## src/rtl/audio_mixer_if.sv

```systemverilog
// audio_mixer_if: bundles the mixer's strobe, channel inputs and mixed-sample
// outputs so that the mixer and whatever feeds it share one typed connection.
//   master : drives sample_stb, ch_bit, ch_vol, ch_en, pokey_in, pokey_en;
//            observes audio_out, audio_valid, busy, overrun
//   slave  : the mixer itself (the opposite directions)
interface audio_mixer_if #(
    parameter int NUM_CH = 2,
    parameter int VOL_W  = 4,
    parameter int OUT_W  = 16
);
    logic                       sample_stb;
    logic [NUM_CH-1:0]          ch_bit;
    logic [NUM_CH*VOL_W-1:0]    ch_vol;
    logic [NUM_CH-1:0]          ch_en;
    logic [3:0]                 pokey_in;
    logic                       pokey_en;
    logic [OUT_W-1:0]           audio_out;
    logic                       audio_valid;
    logic                       busy;
    logic                       overrun;

    modport master (
        output sample_stb, ch_bit, ch_vol, ch_en, pokey_in, pokey_en,
        input  audio_out, audio_valid, busy, overrun
    );

    modport slave (
        input  sample_stb, ch_bit, ch_vol, ch_en, pokey_in, pokey_en,
        output audio_out, audio_valid, busy, overrun
    );
endinterface

```

## src/rtl/audio_mixer.sv

```systemverilog
// audio_mixer: serial mixer for NUM_CH 1-bit TIA-style channels plus one 4-bit
// POKEY channel. A sample_stb snapshots all inputs, one term is accumulated per
// cycle, and the saturated sum is published on audio_out with a one-cycle
// audio_valid pulse.
//   sysclk : clock, all state on rising edge
//   reset  : synchronous, active-high
//   mix    : audio_mixer_if.slave (strobe, channel inputs, mixed output, status)
//
// state   | meaning
// --------+-------------------------------------------------------------
// S_IDLE  | waiting for sample_stb; snapshot taken on the accepting edge
// S_ACCUM | adding one term per cycle: channels 0..NUM_CH-1, then POKEY
// S_DONE  | final sum ready; saturated result loaded on the leaving edge
module audio_mixer #(
    parameter int NUM_CH     = 2,
    parameter int VOL_W      = 4,
    parameter int OUT_W      = 16,
    parameter int STEP       = 1023,
    parameter int POKEY_STEP = 512
) (
    input logic          sysclk,
    input logic          reset,
    audio_mixer_if.slave mix
);
    // Largest possible |sum|, plus a sign bit; never narrower than OUT_W+4.
    localparam int MAG_MAX = NUM_CH * ((2 ** VOL_W) - 1) * STEP + 8 * POKEY_STEP;
    localparam int MAG_W   = $clog2(MAG_MAX + 1) + 1;
    localparam int ACC_W   = (MAG_W > OUT_W + 4) ? MAG_W : OUT_W + 4;
    localparam int IDX_W   = $clog2(NUM_CH + 1);

    localparam logic [IDX_W-1:0]        IDX_POKEY    = IDX_W'(NUM_CH);
    localparam logic signed [ACC_W-1:0] STEP_S       = ACC_W'(STEP);
    localparam logic signed [ACC_W-1:0] POKEY_STEP_S = ACC_W'(POKEY_STEP);
    localparam logic signed [ACC_W-1:0] POKEY_MID    = ACC_W'(8);
    localparam logic signed [ACC_W-1:0] OUT_MAX =
        {{(ACC_W-OUT_W+1){1'b0}}, {(OUT_W-1){1'b1}}};
    localparam logic signed [ACC_W-1:0] OUT_MIN =
        {{(ACC_W-OUT_W+1){1'b1}}, {(OUT_W-1){1'b0}}};

    typedef enum logic [1:0] {S_IDLE, S_ACCUM, S_DONE} state_t;

    state_t state, state_nxt;

    logic                     busy;
    logic                     snap_load;
    logic                     acc_en;
    logic                     out_load;

    logic [NUM_CH-1:0]        snap_bit;
    logic [NUM_CH*VOL_W-1:0]  snap_vol;
    logic [NUM_CH-1:0]        snap_en;
    logic [3:0]               snap_pokey;
    logic                     snap_pokey_en;

    logic signed [ACC_W-1:0]  acc;
    logic [IDX_W-1:0]         idx;
    logic signed [ACC_W-1:0]  ch_mag;
    logic signed [ACC_W-1:0]  term;
    logic [OUT_W-1:0]         sat_val;

    // State register
    always_ff @(posedge sysclk) begin
        if (reset) begin
            state <= S_IDLE;
        end else begin
            state <= state_nxt;
        end
    end

    // Next-state logic
    always_comb begin
        state_nxt = state;
        case (state)
            S_IDLE:  if (mix.sample_stb) state_nxt = S_ACCUM;
            S_ACCUM: if (idx == IDX_POKEY) state_nxt = S_DONE;
            S_DONE:  state_nxt = S_IDLE;
            default: state_nxt = S_IDLE;
        endcase
    end

    // Output / control decode
    always_comb begin
        busy      = 1'b0;
        snap_load = 1'b0;
        acc_en    = 1'b0;
        out_load  = 1'b0;
        case (state)
            S_IDLE:  snap_load = mix.sample_stb;
            S_ACCUM: begin
                busy   = 1'b1;
                acc_en = 1'b1;
            end
            S_DONE: begin
                busy     = 1'b1;
                out_load = 1'b1;
            end
            default: ;
        endcase
    end

    assign mix.busy = busy;

    // Term for the current index, taken from the snapshot only.
    always_comb begin
        ch_mag = '0;
        term   = '0;
        for (int i = 0; i < NUM_CH; i++) begin
            if (idx == IDX_W'(i)) begin
                ch_mag = signed'(ACC_W'(snap_vol[i*VOL_W +: VOL_W])) * STEP_S;
                if (snap_en[i]) begin
                    term = snap_bit[i] ? ch_mag : -ch_mag;
                end
            end
        end
        if (idx == IDX_POKEY && snap_pokey_en) begin
            term = (signed'(ACC_W'(snap_pokey)) - POKEY_MID) * POKEY_STEP_S;
        end
    end

    always_comb begin
        if (acc > OUT_MAX) begin
            sat_val = OUT_MAX[OUT_W-1:0];
        end else if (acc < OUT_MIN) begin
            sat_val = OUT_MIN[OUT_W-1:0];
        end else begin
            sat_val = acc[OUT_W-1:0];
        end
    end

    // Datapath
    always_ff @(posedge sysclk) begin
        if (reset) begin
            snap_bit        <= '0;
            snap_vol        <= '0;
            snap_en         <= '0;
            snap_pokey      <= '0;
            snap_pokey_en   <= 1'b0;
            acc             <= '0;
            idx             <= '0;
            mix.audio_out   <= '0;
            mix.audio_valid <= 1'b0;
            mix.overrun     <= 1'b0;
        end else begin
            mix.audio_valid <= 1'b0;
            // Strobes arriving in ACCUM or DONE are dropped but flagged.
            mix.overrun     <= mix.sample_stb & busy;
            if (snap_load) begin
                snap_bit      <= mix.ch_bit;
                snap_vol      <= mix.ch_vol;
                snap_en       <= mix.ch_en;
                snap_pokey    <= mix.pokey_in;
                snap_pokey_en <= mix.pokey_en;
                acc           <= '0;
                idx           <= '0;
            end
            if (acc_en) begin
                acc <= acc + term;
                if (idx != IDX_POKEY) begin
                    idx <= idx + IDX_W'(1);
                end
            end
            if (out_load) begin
                mix.audio_out   <= sat_val;
                mix.audio_valid <= 1'b1;
            end
        end
    end
endmodule

```

## src/flat_wrapper.sv

```systemverilog
// flat-port wrapper written by rule: the top's interface ports become plain ports
module audio_mixer_flat 
#(
    parameter int NUM_CH     = 2,
    parameter int VOL_W      = 4,
    parameter int OUT_W      = 16,
    parameter int STEP       = 1023,
    parameter int POKEY_STEP = 512
)
  (sysclk, reset, mix_sample_stb, mix_ch_bit, mix_ch_vol, mix_ch_en, mix_pokey_in, mix_pokey_en, mix_audio_out, mix_audio_valid, mix_busy, mix_overrun);
  audio_mixer_if #(.NUM_CH(NUM_CH), .VOL_W(VOL_W), .OUT_W(OUT_W)) mix_i ();
  input logic sysclk;
  input logic reset;
  input wire logic [$bits(mix_i.sample_stb)-1:0] mix_sample_stb;
  input wire logic [$bits(mix_i.ch_bit)-1:0] mix_ch_bit;
  input wire logic [$bits(mix_i.ch_vol)-1:0] mix_ch_vol;
  input wire logic [$bits(mix_i.ch_en)-1:0] mix_ch_en;
  input wire logic [$bits(mix_i.pokey_in)-1:0] mix_pokey_in;
  input wire logic [$bits(mix_i.pokey_en)-1:0] mix_pokey_en;
  output wire logic [$bits(mix_i.audio_out)-1:0] mix_audio_out;
  output wire logic [$bits(mix_i.audio_valid)-1:0] mix_audio_valid;
  output wire logic [$bits(mix_i.busy)-1:0] mix_busy;
  output wire logic [$bits(mix_i.overrun)-1:0] mix_overrun;
  assign mix_i.sample_stb = mix_sample_stb;
  assign mix_i.ch_bit = mix_ch_bit;
  assign mix_i.ch_vol = mix_ch_vol;
  assign mix_i.ch_en = mix_ch_en;
  assign mix_i.pokey_in = mix_pokey_in;
  assign mix_i.pokey_en = mix_pokey_en;
  assign mix_audio_out = mix_i.audio_out;
  assign mix_audio_valid = mix_i.audio_valid;
  assign mix_busy = mix_i.busy;
  assign mix_overrun = mix_i.overrun;
  audio_mixer #(.NUM_CH(NUM_CH), .VOL_W(VOL_W), .OUT_W(OUT_W), .STEP(STEP), .POKEY_STEP(POKEY_STEP)) u_core (.sysclk(sysclk), .reset(reset), .mix(mix_i));
endmodule
```

## config.mk

```make
export PLATFORM = sky130hd
export DESIGN_NAME = audio_mixer_flat
export DESIGN_NICKNAME = d
export VERILOG_FILES = /design/src/rtl/audio_mixer_if.sv /design/src/rtl/audio_mixer.sv /design/src/flat_wrapper.sv
export SDC_FILE = /design/constraint.sdc
export NUM_CORES = 1
export LEC_CHECK = 0
export BUFFER_PORTS_ARGS = -buffer_cell sky130_fd_sc_hd__buf_2
export CORE_ASPECT_RATIO = 1.1
export CORE_MARGIN = 5
export CORE_UTILIZATION = 50
export DETAILED_ROUTE_END_ITERATION = 10
export PLACE_DENSITY = 0.77
export SLEW_MARGIN = 10
export SYNTH_ARGS = -nofsm -noshare
export SYNTH_HDL_FRONTEND = slang
export SYNTH_SLANG_ARGS = --single-unit
```

## constraint.sdc

```tcl
create_clock -name sysclk -period 8.15 [get_ports sysclk]
set_clock_uncertainty 0.05 [all_clocks]
set_input_delay 2.0375 -clock sysclk [delete_from_list [all_inputs] [get_ports sysclk]]
set_output_delay 2.0375 -clock sysclk [all_outputs]
set_load 0.1 [all_outputs]
```

# Word level (Yosys, flattened, before mapping)
# Index checks and enable logic that the tools add are counted.
[word_totals] ff_bits=59 in_bits=20 output_inout_bits=19 word_cells=56
[classes] addsub=5 n_mul=2 magnitude_cmp=2 n_eq_ne=7 n_mux=22 bitwise=1 n_reduce_logical=6
[op_table] cell="$mux W20" count=9
[op_table] cell="$neg A20 Y20" count=2
[op_table] cell="$mux W16" count=2
[op_table] cell="$mul A4 B10 Y14 const B" count=2
[op_table] cell="$add A20 B20 Y20" count=1
[op_table] cell="$gt A20 B16 Y1 const B" count=1
[op_table] cell="$lt A20 B16 Y1 const B" count=1
[op_table] cell="$mux W2" count=5
[op_table] cell="$mux W1" count=5
[op_table] cell="$sub A4 B4 Y5 const B" count=1
[op_table] cell="$eq A2 B1 Y1 const B" count=2
[op_table] cell="$eq A2 B2 Y1 const B" count=2
[op_table] cell="$logic_not A2 Y1" count=2
[op_table] cell="$ne A2 B2 Y1 const B" count=2
[op_table] cell="$pmux W2 S2" count=1
[op_table] cell="$add A2 B1 Y2 const B" count=1
[op_table] cell="$ne A2 B1 Y1 const B" count=1
[op_table] cell="$reduce_and A2 Y1" count=1
[op_table] cell="$reduce_bool A2 Y1" count=1
[op_table] cell="$reduce_or A2 Y1" count=1
[op_table] cell="$and A1 B1 Y1" count=1
[op_table] cell="$logic_and A1 B1 Y1" count=1

# Logic depth before layout (Yosys ltp)
[depth] word_depth=10 depth_mapped=26 ltp_nobuf=26

# Least setup slack after synthesis
# OpenSTA, ideal clock, no wires.
[synth_timing] path_kind="register to register" start="reg u_core.snap_vol[2]" end="reg u_core.acc[19]" setup_ps=73 arrival_time_ps=5750 required_ps=8027 path_slack_ps=2276 path_stages_with_launch=22 n_path_buf=0 synth_period_minus_slack_ps=5874 cell_sequence="dfxtp_1 fa_1 fa_1 inv_1 fa_1 nand2b_1 nand2_1 nand2_1 nand2b_1 fa_1 nor4_1 o22a_1 o22ai_1 o21ai_0 o31ai_1 ha_1 a2111oi_0 a211o_1 nand4_1 nand3_1 or4b_1 o211ai_2"
[synth_via] elab_chain_len=10
[synth_rtl] item="start, declared" line_no="audio_mixer.sv:50" rtl="logic [NUM_CH*VOL_W-1:0] snap_vol;"
[synth_rtl] item="start signal, assigned" line_no="audio_mixer.sv:149" rtl="snap_vol <= mix.ch_vol;"
[synth_rtl] item="$mul A4 B10 Y14 *" line_no="audio_mixer.sv:109" rtl="ch_mag = signed'(ACC_W'(snap_vol[i*VOL_W +: VOL_W])) * STEP_S;"
[synth_rtl] item="$neg A20 Y20" line_no="audio_mixer.sv:111" rtl="term = snap_bit[i] ? ch_mag : -ch_mag;"
[synth_rtl] item="$mux W20 *" line_no="audio_mixer.sv:111"
[synth_rtl] item="$mux W20 *" line_no="audio_mixer.sv:110" rtl="if (snap_en[i]) begin"
[synth_rtl] item="$mux W20 *" line_no="audio_mixer.sv:108" rtl="if (idx == IDX_W'(i)) begin"
[synth_rtl] item="$mux W20" line_no="audio_mixer.sv:110"
[synth_rtl] item="$mux W20 *" line_no="audio_mixer.sv:108"
[synth_rtl] item="$mux W20 *" line_no="audio_mixer.sv:115" rtl="if (idx == IDX_POKEY && snap_pokey_en) begin"
[synth_rtl] item="$add A20 B20 Y20 *" line_no="audio_mixer.sv:157" rtl="acc <= acc + term;"
[synth_rtl] item="$mux W20 *" line_no="audio_mixer.sv:156" rtl="if (acc_en) begin"
[synth_rtl] item="end signal, assigned" line_no="audio_mixer.sv:157"
[synth_rtl] item="end, declared" line_no="audio_mixer.sv:55" rtl="logic signed [ACC_W-1:0] acc;"
# Every way passes the cells marked *; elsewhere a longest branch is shown, timed or not.
# A chain may end at the register's enable or synchronous reset.

# Worst setup path after layout
# Same ends and word-level chain as after synthesis.

==> run metrics <==
Core ar. 9940 sq um; largest net degree at the start of global routing 58; Area contributors post-synth dfxtp_1 23%, ha_1 12%, a21oi_1 6.8%, fa_1 6.7%, nand2_1 4.6%; CTS tree yes; CTS Buf Count 9; layout cells sized above 1 0.0987; PD cells 198 nW/um^2; gpl congestion a little under 1; drt initial violations around 250; post-CTS setup repair buffer count 0; port bufs 38; vias in the first global route 4472; DRC violations left 0; clock-pin slew on the worst setup and hold paths 0.07 ns; Hold Fails Final Rpt 0; status complete, no violations; top post-synthesis cells by count 69 x a21oi_1, 62 x nand2_1, 59 x dfxtp_1; cts hold-fix bufs 0; Nets 752; fraction of power consumed by the clock network 0.268; Logic pwr share 0.437; type of origin of the critical path register; fmax 151 MHz; CP dominant cell by count fa_1; sw frac 0.396; Synth cell types between 60 and 70; Critical Path RT 8.38 ns; Crit Path Class register to register; initial core utilization 0.515; non-filler cells, final about 800; Slew Viols, Final 0; period utilization 0.810; synthesis-to-finish area growth 8.66%; CP Capture Type register; CP max-delay cell nor4_1; die width ~110 um; HP Start u_core.snap_pokey[1]; Yosys top cell area share 0.231; PnR Total Power between 1 and 1.5 mW; post-route cell area approximately 5600 sq um; wire per inst 15.3 um; Pint about 0.66 mW; synthesized area 5110 sq um; DR vias/cell around 5.9; worst-margin pin slew 1.13 ns; Peak VDD IR 0.0000823 V; leak pwr 2.41 nW; Root Driver clkbuf_8; die area around 12000 sq um; CTS Sinks 59; ANT cells 0; synth warn 0; Resized cells post-CTS 0; cells along the critical path fa_1 > fa_1 > inv_1 > fa_1 > nand2b_1 > nand2_1 > nand2_1 > nand2b_1 > fa_1 > nor4_1 > o22a_1 > o22ai_1 > o21ai_0 > o31ai_1 > ha_1 > a2111oi_0 > a211o_1 > nand4_1 > nand3_1 > or4b_1 > o211ai_2; EDFF count, synth 0; r2r setup slk roughly 1.5 ns; Detail Placement HPWL 9.45 mm; GR Overflow Total 0; ys flop type dfxtp_1; crit-path leading delay family adder cells; initial antenna violation count 0; minimum clock period 6.60 ns; Net Switching about 0.43 mW; die span in y 116 um; Std-Cell Rows 38; WL final around 12 mm; Crit. Startpoint u_core.snap_vol[2]; count of final setup violators 0; Buf/Inv on CP 1; Critical R2R Launch u_core.snap_vol[2]; Util after Layout 0.559; Yosys reg bits just under 60; count leader, synth a21oi_1; maximum fanout along the worst path 6; global-route usage over all layers 0.202; htree depth 3; DRT Pass-1 Iters 4; RSZ-0062 raised after global routing false; first-pass GRT wire length 20.4 mm; Syn Nets 730; Placed Cells 773; Placed Instance Area 5350 sq um; Post-Synthesis Cells 642; max-cap violations 0; sequential area share after synthesis 0.231; DRT antenna net count 0; FFs w/ async S/R, synth 0; I/O pin count 39; Max stage delay on crit path 0.72 ns; clk buf depth 2; Worst Hold Class register to register; clk_lat worst skew 0.36 ns; Synth area leader dfxtp_1; final setup TNS 0 ns; arrival time worst endpoint 6.84 ns; Via Count 4662; syn avg cell area 7.97 sq um; part of the power in registers 0.295; Slew HR 0.242
-- tightest hold or removal path: cells and delay by family, from the launching register on --
kind | cells | cell delay (ns)
AO/OA/AOI/OAI | 1 | 0.05
flip-flops | 1 | 0.32
AND/OR/NAND/NOR | 1 | 0.05
-- path summary, 6_finish.rpt --
| path | endpoint | depth (start not counted) |
|---|---|---|
| min | u_core.snap_pokey[1] | 2 |
| min reg2reg | u_core.snap_pokey[1] | 2 |
| max reg2reg | u_core.acc[19] | 21 |
| max | u_core.acc[19] | 21 |
-- layout make-up --
| class | instances | area (sq um) |
|---|---|---|
| Clock buffer | 11 | 131 |
| Clock inverter | 5 | 77.6 |
| Fill cell | 905 | 4380 |
| Inverter | 31 | 116 |
| Multi-Input combinational cell | 525 | 3710 |
| Sequential cell | 59 | 1180 |
| Tap cell | 120 | 150 |
| Timing Repair Buffer | 38 | 190 |
-- cells in the final DEF (no fill, tap or decap), types with 3 or more instances in the layout --
cell type	instances
or2_2	3
mux2i_1	3
nor4_1	5
a211oi_1	5
dfxtp_1	59
inv_1	31
nand2_1	62
o21ai_0	34
nor2b_1	11
a21oi_1	69
clkbuf_8	9
o22ai_1	10
o2111ai_1	3
buf_2	38
a31oi_1	20
nand3b_1	3
nand2b_1	24
xnor2_1	23
o21a_1	3
nor3_1	11
ha_1	51
nand3_1	6
fa_1	17
nand4_1	4
a21o_1	11
and3_1	12
xor2_1	22
and2_1	3
o21bai_1	5
nor2_1	58
-- cells by family (layout without fill, tap and decap cells) --
kind of cell               after synthesis  count (layout)  share of synthesized area
muxes                                    5               5                     0.0130
and+or+nand+nor                        219             219                      0.216
xor gates and xnor gates                45              45                     0.0771
buffers and inverters                   58              85                     0.0436
AOI/OAI and AO/OA                      188             188                      0.228
DFF                                     59              59                      0.231
adders and majority gates               68              68                      0.191
-- metrics by stage --
step	worst slack (ns)	hold WS, ns
after floorplan	2.28	0.386
after global placement	1.92	0.400
after detailed placement	1.64	0.407
after CTS	1.64	0.417
after global routing	1.06	0.436
final	1.55	0.416
-- power by group through the flow --
| stage | combinational, mW | clock, mW | sequential (mW) |
|---|---|---|---|
| 2_1_floorplan | 0.384 | 0 | 0.326 |
| 3_3_place_gp | 0.455 | 0 | 0.329 |
| 3_5_place_dp | 0.472 | 0 | 0.330 |
| 4_1_cts | 0.474 | 0.298 | 0.324 |
| 5_1_grt | 0.529 | 0.311 | 0.326 |
| 6_report | 0.480 | 0.294 | 0.324 |
-- routing by layer --
| metal | part of all wire | global-route usage | vias up |
|---|---|---|---|
| li1 | - | - | 2323 |
| met1 | 0.42 | 0.230 | 2204 |
| met2 | 0.50 | 0.359 | 103 |
| met3 | 0.035 | 0.0435 | 32 |
| met4 | 0.041 | 0.104 | 0 |
| met5 | 0 | 0 | - |
-- registers in the layout, indices dropped and copies added, names as in the netlist --
name / cells
u_core.state: 2
u_core.snap_en: 2
u_core.snap_vol: 8
u_core.mix.audio_valid: 1
u_core.acc: 20
u_core.mix.overrun: 1
u_core.snap_bit: 2
u_core.mix.audio_out: 16
u_core.idx: 2
u_core.snap_pokey_en: 1
u_core.snap_pokey: 4
Note: power is estimated with default switching activity, not from simulation.
